$ cat config.mk
export PLATFORM = sky130hd
export DESIGN_NAME = rtc_timekeeper
export DESIGN_NICKNAME = d
export VERILOG_FILES = /design/src/rtl/rtc_timekeeper.sv
export SDC_FILE = /design/constraint.sdc
export NUM_CORES = 1
export LEC_CHECK = 0
export ABC_AREA = 1
export BUFFER_PORTS_ARGS = -buffer_cell sky130_fd_sc_hd__buf_2
export CAP_MARGIN = 20
export CORE_UTILIZATION = 61
export DETAILED_ROUTE_END_ITERATION = 7
export HOLD_SLACK_MARGIN = 0.15
export PLACE_DENSITY = 0.86
export SLEW_MARGIN = 15
export SYNTH_ARGS = -nofsm -noshare
export SYNTH_HDL_FRONTEND = slang
export SYNTH_SLANG_ARGS = --single-unit
$ cat constraint.sdc
create_clock -name clk -period 5.01 [get_ports clk]
set_input_delay 1.002 -clock clk [delete_from_list [all_inputs] [get_ports clk]]
set_output_delay 1.002 -clock clk [all_outputs]
set_load 0.05 [all_outputs]
$ cat src/rtl/rtc_timekeeper.sv
// ---------------------------------------------------------------------------
// rtc_timekeeper
//   BCD time-of-day counter (HH:MM:SS, 24h internal) driven by a prescaled
//   one-cycle seconds enable in the clk domain. Supports run/pause, a
//   validated parallel preset, minute/hour edit buttons without carry and a
//   registered 12h display view.
//
//   Ports
//     clk           in   1   system clock, rising edge
//     reset         in   1   asynchronous active-low reset
//     run           in   1   1 = prescaler and time advance, 0 = frozen
//     edit_btns     in   2   [1] hour+1, [0] minute+1 (one-cycle pulses)
//     load          in   1   preset pulse, takes load_time if valid
//     load_time     in   20  24h BCD preset, same layout as current_time
//     mode_12h      in   1   display_time format select
//     current_time  out  20  {Ht[1:0],Hu[3:0],Mt[2:0],Mu[3:0],St[2:0],Su[3:0]}
//     display_time  out  20  current_time or its 12h form (one cycle later)
//     pm            out  1   hour >= 12 (same latency as display_time)
//     sec_tick      out  1   first cycle a new second is visible
//     day_wrap      out  1   with sec_tick on 23:59:59 -> 00:00:00
//     load_err      out  1   load rejected because of invalid BCD
// ---------------------------------------------------------------------------
module rtc_timekeeper #(
   parameter int CLK_FREQ_HZ = 100_000_000,
   parameter int TICK_DIV    = CLK_FREQ_HZ,
   parameter int CW          = $clog2(TICK_DIV)
) (
   input  logic        clk,
   input  logic        reset,
   input  logic        run,
   input  logic [1:0]  edit_btns,
   input  logic        load,
   input  logic [19:0] load_time,
   input  logic        mode_12h,
   output logic [19:0] current_time,
   output logic [19:0] display_time,
   output logic        pm,
   output logic        sec_tick,
   output logic        day_wrap,
   output logic        load_err
);

   localparam logic [CW-1:0] PRESC_LAST = CW'(TICK_DIV - 1);
   localparam logic [19:0]   LAST_SEC   = {2'd2, 4'd3, 3'd5, 4'd9, 3'd5, 4'd9};

   // ------------------------------------------------------------------------
   // BCD helpers
   // ------------------------------------------------------------------------

   // {tens[2:0], units[3:0]} modulo-60 increment (minutes or seconds)
   function automatic logic [6:0] inc_mod60(input logic [6:0] v);
      logic [2:0] tens;
      logic [3:0] units;
      tens  = v[6:4];
      units = v[3:0];
      if (units == 4'd9) begin
         if (tens == 3'd5) return 7'd0;
         return {tens + 3'd1, 4'd0};
      end
      return {tens, units + 4'd1};
   endfunction

   // {tens[1:0], units[3:0]} modulo-24 hour increment
   function automatic logic [5:0] inc_hour(input logic [5:0] v);
      logic [1:0] tens;
      logic [3:0] units;
      tens  = v[5:4];
      units = v[3:0];
      if (tens == 2'd2 && units == 4'd3) return 6'd0;
      if (units == 4'd9) return {tens + 2'd1, 4'd0};
      return {tens, units + 4'd1};
   endfunction

   // One-second advance with full ripple carry into minutes and hours
   function automatic logic [19:0] advance(input logic [19:0] t);
      logic       sec_carry;
      logic       min_carry;
      logic [19:0] n;
      sec_carry = (t[3:0] == 4'd9) && (t[6:4] == 3'd5);
      min_carry = sec_carry && (t[10:7] == 4'd9) && (t[13:11] == 3'd5);
      n         = t;
      n[6:0]    = inc_mod60(t[6:0]);
      if (sec_carry) n[13:7]  = inc_mod60(t[13:7]);
      if (min_carry) n[19:14] = inc_hour(t[19:14]);
      return n;
   endfunction

   // Preset acceptance: every field a legal BCD digit within its range
   function automatic logic load_ok(input logic [19:0] t);
      logic [1:0] ht;
      logic [3:0] hu;
      ht = t[19:18];
      hu = t[17:14];
      return (ht <= 2'd2) && (hu <= 4'd9) && !((ht == 2'd2) && (hu > 4'd3)) &&
             (t[13:11] <= 3'd5) && (t[10:7] <= 4'd9) &&
             (t[6:4] <= 3'd5) && (t[3:0] <= 4'd9);
   endfunction

   // 24h hour -> 12h hour; 20..23 need a tens borrow (20->08 .. 23->11)
   function automatic logic [19:0] to_12h(input logic [19:0] t);
      logic [1:0] ht;
      logic [3:0] hu;
      logic [19:0] n;
      ht = t[19:18];
      hu = t[17:14];
      n  = t;
      if (ht == 2'd0 && hu == 4'd0) begin
         n[19:14] = {2'd1, 4'd2};
      end else if (ht == 2'd1 && hu >= 4'd3) begin
         n[19:14] = {2'd0, hu - 4'd2};
      end else if (ht == 2'd2) begin
         if (hu <= 4'd1) n[19:14] = {2'd0, hu + 4'd8};
         else            n[19:14] = {2'd1, hu - 4'd2};
      end
      return n;
   endfunction

   function automatic logic is_pm(input logic [19:0] t);
      return (t[19:18] == 2'd2) || ((t[19:18] == 2'd1) && (t[17:14] >= 4'd2));
   endfunction

   // ------------------------------------------------------------------------
   // State
   // ------------------------------------------------------------------------
   logic [CW-1:0] r_presc;
   logic [19:0]   r_time;
   logic [19:0]   r_disp;
   logic          r_pm;
   logic          r_sec_tick;
   logic          r_day_wrap;
   logic          r_load_err;

   logic [CW-1:0] w_presc_nxt;
   logic [19:0]   w_time_nxt;
   logic          w_tick_nxt;
   logic          w_wrap_nxt;
   logic          w_err_nxt;

   // Priority load > edit > tick. A tick that loses is dropped, not queued.
   // A rejected load also blocks edit/tick for that cycle, so nothing moves.
   always_comb begin
      w_presc_nxt = r_presc;
      w_time_nxt  = r_time;
      w_tick_nxt  = 1'b0;
      w_wrap_nxt  = 1'b0;
      w_err_nxt   = 1'b0;
      if (load) begin
         if (load_ok(load_time)) begin
            w_time_nxt  = load_time;
            w_presc_nxt = '0;
         end else begin
            w_err_nxt = 1'b1;
         end
      end else if (edit_btns != 2'b00) begin
         if (edit_btns[0]) w_time_nxt[13:7]  = inc_mod60(r_time[13:7]);
         if (edit_btns[1]) w_time_nxt[19:14] = inc_hour(r_time[19:14]);
         w_time_nxt[6:0] = 7'd0;
         w_presc_nxt     = '0;
      end else if (run) begin
         if (r_presc == PRESC_LAST) begin
            w_presc_nxt = '0;
            w_time_nxt  = advance(r_time);
            w_tick_nxt  = 1'b1;
            w_wrap_nxt  = (r_time == LAST_SEC);
         end else begin
            w_presc_nxt = r_presc + CW'(1);
         end
      end
   end

   always_ff @(posedge clk or negedge reset) begin
      if (!reset) begin
         r_presc    <= '0;
         r_time     <= '0;
         r_sec_tick <= 1'b0;
         r_day_wrap <= 1'b0;
         r_load_err <= 1'b0;
      end else begin
         r_presc    <= w_presc_nxt;
         r_time     <= w_time_nxt;
         r_sec_tick <= w_tick_nxt;
         r_day_wrap <= w_wrap_nxt;
         r_load_err <= w_err_nxt;
      end
   end

   // Display view is registered from current_time, one cycle behind it
   always_ff @(posedge clk or negedge reset) begin
      if (!reset) begin
         r_disp <= '0;
         r_pm   <= 1'b0;
      end else begin
         r_disp <= mode_12h ? to_12h(r_time) : r_time;
         r_pm   <= is_pm(r_time);
      end
   end

   assign current_time = r_time;
   assign display_time = r_disp;
   assign pm           = r_pm;
   assign sec_tick     = r_sec_tick;
   assign day_wrap     = r_day_wrap;
   assign load_err     = r_load_err;

endmodule
Word-level counts from Yosys, hierarchy flattened
Cells that the tools add are included.
{"block": "word_totals", "register_bits": 71, "in_bits": 27, "word_cells": 176}
{"block": "op_classes", "add_sub_neg": 9, "magnitude_cmp": 10, "n_eq_ne": 16, "muxes": 96, "n_reduce_logical": 33}
{"cell": "two-way mux 27 bit", "count": 5}
{"cell": "two-way mux 20 bit", "count": 6}
{"cell": "two-way mux 7 bit", "count": 13}
{"cell": "two-way mux 6 bit", "count": 11}
{"cell": "two-way mux 1 bit", "count": 60}
{"cell": "adder 27 x 1 -> 27 bit, second input constant", "count": 1}
{"cell": "== test 27 bit, second input constant", "count": 1}
{"cell": "== test 20 bit, second input constant", "count": 1}
{"cell": "nonzero test 3 bit", "count": 6}
{"cell": "logical AND 1 bit", "count": 14}
{"cell": "AND reduction 7 bit", "count": 2}
{"cell": "adder 4 x 1 -> 4 bit, second input constant", "count": 3}
{"cell": "== test 4 bit, second input constant", "count": 3}
{"cell": "less-or-equal comparator 4 bit, second input constant", "count": 3}
{"cell": "AND reduction 5 bit", "count": 2}
{"cell": "greater-or-equal comparator 4 x 2 -> 1 bit, second input constant", "count": 2}
{"cell": "adder 3 x 1 -> 3 bit, second input constant", "count": 2}
{"cell": "== test 3 bit, second input constant", "count": 2}
{"cell": "less-or-equal comparator 3 bit, second input constant", "count": 2}
{"cell": "!= test 3 bit, second input constant", "count": 2}
{"cell": "two-way mux 5 bit", "count": 1}
{"cell": "adder 4 bit, second input constant", "count": 1}
{"cell": "== test 2 bit, second input constant", "count": 2}
{"cell": "== test 4 x 2 -> 1 bit, second input constant", "count": 1}
{"cell": "18 further kinds", "count": 18}

Logic depth before layout (Yosys ltp)
{"block": "logic_depth", "depth_word": 22, "mapped_depth": 13, "depth_no_buf": 12}

Least setup slack after synthesis
OpenSTA, ideal clock, no wires.
{"block": "synth_path", "kind": "input port to flip-flop", "from": "in load_time[16]", "to": "reg r_time[18] (netlist: current_time[18])", "t_arrival_ns": 2.001, "path_slack_ns": 2.889, "stages": 11, "n_path_buf": 1, "cell_sequence": "nor2_1 nor2_1 nor2_1 nand3_1 nand2_1 nand2_4 nor2_8 buf_8 nand2_1 nand2_1 nand2_1"}
{"block": "synth_between", "elab_chain_cells": 10, "elab_cells_between_ends": 12, "classes_between": "2 x order compare; 1 x eq/ne; 9 x reduce/logical"}
{"item": "from (decl)", "line": "33", "rtl": "input logic [19:0] load_time,"}
{"item": "greater-than comparator 4 x 2 -> 1 bit", "line": "94", "rtl": "return (ht <= 2'd2) && (hu <= 4'd9) && !((ht == 2'd2) && (hu > 4'd3)) &&"}
{"item": "logical AND 1 bit", "line": "94"}
{"item": "zero test 1 bit", "line": "94"}
{"item": "logical AND 1 bit (*) (2 in series)", "line": "94"}
{"item": "logical AND 1 bit (*) (2 in series)", "line": "95", "rtl": "(t[13:11] <= 3'd5) && (t[10:7] <= 4'd9) &&"}
{"item": "logical AND 1 bit (*)", "line": "96", "rtl": "(t[6:4] <= 3'd5) && (t[3:0] <= 4'd9);"}
{"item": "!= test 2 x 1 -> 1 bit (no line) (*)"}
{"item": "AND reduction 7 bit (no line) (*)"}
{"item": "to (signal assigned)", "line": "180", "rtl": "r_time <= w_time_nxt;"}
{"item": "to (decl)", "line": "126", "rtl": "logic [19:0] r_time;"}
Every way passes the cells marked *; elsewhere a longest branch is shown, timed or not.
A chain may end at the register's enable or synchronous reset.

Worst setup path in the final report
{"block": "layout_path", "from": "in load", "to": "reg r_presc[8]"}
{"block": "layout_between", "elab_chain_cells": 2, "elab_cells_between_ends": 4, "classes_between": "1 x eq/ne; 1 x mux; 2 x reduce/logical"}
{"item": "from (decl)", "line": "32", "rtl": "input logic load,"}
{"item": "!= test 2 x 1 -> 1 bit (no line) or nonzero test 3 bit (tied branches)"}
{"item": "AND reduction 2 bit (no line)"}
{"item": "to (signal assigned)", "line": "179", "rtl": "r_presc <= w_presc_nxt;"}
{"item": "to (decl)", "line": "125", "rtl": "logic [CW-1:0] r_presc;"}
Several ways; a longest one is shown, not always the timed one.

==> metrics.yaml <==
sta:
  slew_viol_final: 0
  rsz0062_at_grt: "no"
  setup_tns_ps: 0
  hold_viol: 0
  relSlewSlack: 0.337
  setup_viol: 0
  period_needed_ps: 2840
  period_share: 0.568
  fmax_mhz: 352
  tightest_slew_ps: 995
  finalClockSkew_ps: 12.2
placed_design:
  io_buffers: 70
  dp_hpwl_mm: 7.33
  place_congestion: 0.907
  post_dp_cell_area_um2: 4540
floorplan:
  initial_utilization: 0.646
  die_h_um: 84.7
  core-area_um2: 6460
  die_area_um2: 7170
  die_w_um: 84.7
  ioPinCount: 71
  rows: 29
layout:
  area_growth_pct: 13.7
  antennaDiodeCount: 0
  layout.cell_area.non_filler_um2: 4740
  nFillCells: 518
  drive_above_1_share: 0.160
  finalNetCount: 688
run:
  maxCapViolations: 0
global_routing:
  track_usage: 0.290
  grt_max_degree: 38
  grt_pass1_wl_mm: 16.4
  grt_antenna_before_repair: 0
  grt_pass1_vias: 3641
  gr-total-overflow: 0
synthesis:
  synth_flop_cell: "dfrtp_1"
  synth_edf_count: 0
  synth-seq-cells: 71
  yosys_warnings: 0
  ys_types: 31
  async_flop_share: 1.00
  yosysSeqAreaShare: 0.426
  syn_avg_cell_area_um2: 7.15
  syn-num-nets: 619
  netlist_instances: 583
  synth_area_um2: 4170
clock_tree:
  clk_pin_slew_ps: 80
  cts.htree.levels: 3
  post_cts_resized: 0
  clock-sinks: 71
  clockBufferDepth: 2
  cts_setup_buffers: 0
  numCtsBuffers: 9
  cts_root_buf: "clkbuf_8"
  cts_tree: "done"
  insertion_delay_ps: 360
  hold_buffers: 0
critical_path:
  cp-start-kind: "input port"
  cp.required_ps: 5250
  worstPathMaxFanout: 31
  worst-setup-path-type: "input port to flop"
  critPathCaptureType: "flop"
  cp_data_arrival_time_ps: 3080
detailed_routing:
  drc: 0
  first_pass_iters: 6
  drtAntennaViolNets: 0
  drt_iter0_markers: 278
  totalWireLength_mm: 10.1
  wl_per_cell_um: 13.7
  vias: 4066
  viasPerCell: 5.54
worst_hold_path:
  hold_class: "flop to flop"
pwr:
  vdd_drop_max_mv: 0.331
  p_leak_uw: 0.00235
  powerDensity_nw_per_um2: 362
status:
  status: "finished clean"
==> cells by family (layout without fill, tap and decap cells) <==
group,count (synthesis),after routing,share of synthesized area
AO/OA/AOI/OAI,64,64,0.0840
flip-flops,71,71,0.426
buffers and inverters,81,155,0.0819
adder cells (fa/ha/maj),9,9,0.0270
XOR/XNOR,7,7,0.0147
AND/OR/NAND/NOR,351,351,0.366
==> routing by layer <==
metal,part of all wire,track usage
met5,0,0
met4,0.016,0.103
met3,0.071,0.0501
met2,0.47,0.477
met1,0.44,0.388
==> registers in the layout, indices dropped and copies added (netlist names) <==
register and count:
current_time 20, pm 1, load_err 1, display_time 20, r_presc 27, day_wrap 1
sec_tick 1
==> stage by stage <==
| stage | utilization | setup slack (ps) | power (uW) | hold slack, ps | instances |
|---|---|---|---|---|---|
| final | 0.734 | 2170 | 1720 | 461 | 734 |
| after global routing | 0.734 | 1970 | 1790 | 472 | 734 |
| after CTS | 0.734 | 2190 | 1720 | 457 | 734 |
| after detailed placement | 0.703 | 1850 | 1250 | 433 | 718 |
| after global placement | 0.703 | 1940 | 1240 | 424 | 718 |
| after floorplan | - | 2890 | 1110 | 474 | 583 |
==> synthesized netlist by cell type (all sizes together) (2+ instances only) <==
library cell / count / area [um2]
nor2: 87 / 373
nor3: 9 / 45.0
o31ai: 4 / 30.0
nand4: 11 / 68.8
xnor2: 2 / 17.5
nand2: 185 / 734
inv: 68 / 255
o21ai: 42 / 210
ha: 9 / 113
o21bai: 2 / 15.0
nand3b: 3 / 22.5
a21oi: 9 / 48.8
o22ai: 4 / 25.0
dfrtp: 71 / 1780
xor2: 5 / 43.8
nor4: 3 / 18.8
clkbuf: 5 / 18.8
buf: 8 / 67.6
nand3: 53 / 265
==> final timing paths <==
kind | depth (start not counted) | end | start | slack (ps)
setup / recovery | 10 | r_presc[8] | load | 2170
hold / removal | 0 | display_time[3] | current_time[3] | 460
setup reg to reg | 12 | r_presc[8] | r_presc[0] | 2660
hold reg to reg | 0 | display_time[3] | current_time[3] | 460
max in group asynchronous | 2 | display_time[6] | reset | 3300
min in group asynchronous | 1 | r_presc[7] | reset | 740
==> critical path, stage by stage <==
cell	delay, ps
buf_2	340
inv_2	270
nand2_1	210
nor2_1	80
inv_1	110
nand2_4	200
nor2_8	470
inv_2	200
nand2_1	120
nor2_1	40
==> report_power, final <==
part / total (uW) / internal (uW) / switching, uW / leakage, uW
logic: 542 / 121 / 421 / 0.00131
clock network: 473 / 235 / 238 / 0.0000964
registers: 702 / 639 / 63.4 / 0.000942
==> cell type report <==
class	instances	area, um2	share of cell area
multi-input cells	431	2050	0.433
flip-flops and latches	71	1780	0.375
repair buffers	71	358	0.0755
inverters	68	255	0.0538
clock buffers	9	124	0.0261
well taps	77	96.3	0.0203
clock inverters	7	80.1	0.0169
==> placed cells by master, fill, tap and decap left out, drive strengths merged <==
cell	instances
o22ai	4
nand3b	3
a31oi	1
nor2	87
nand4	11
xnor2	2
nor3	9
o21bai	2
o31ai	4
o21ai	42
nand3	53
nor4	3
nand2	185
dfrtp	71
a21oi	9
clkinvlp	2
o211ai	1
a21boi	1
ha	9
clkinv	2
xor2	5
bufinv	1
buf	71
inv	70
clkbuf	9
(Power assumes the default switching activity.)
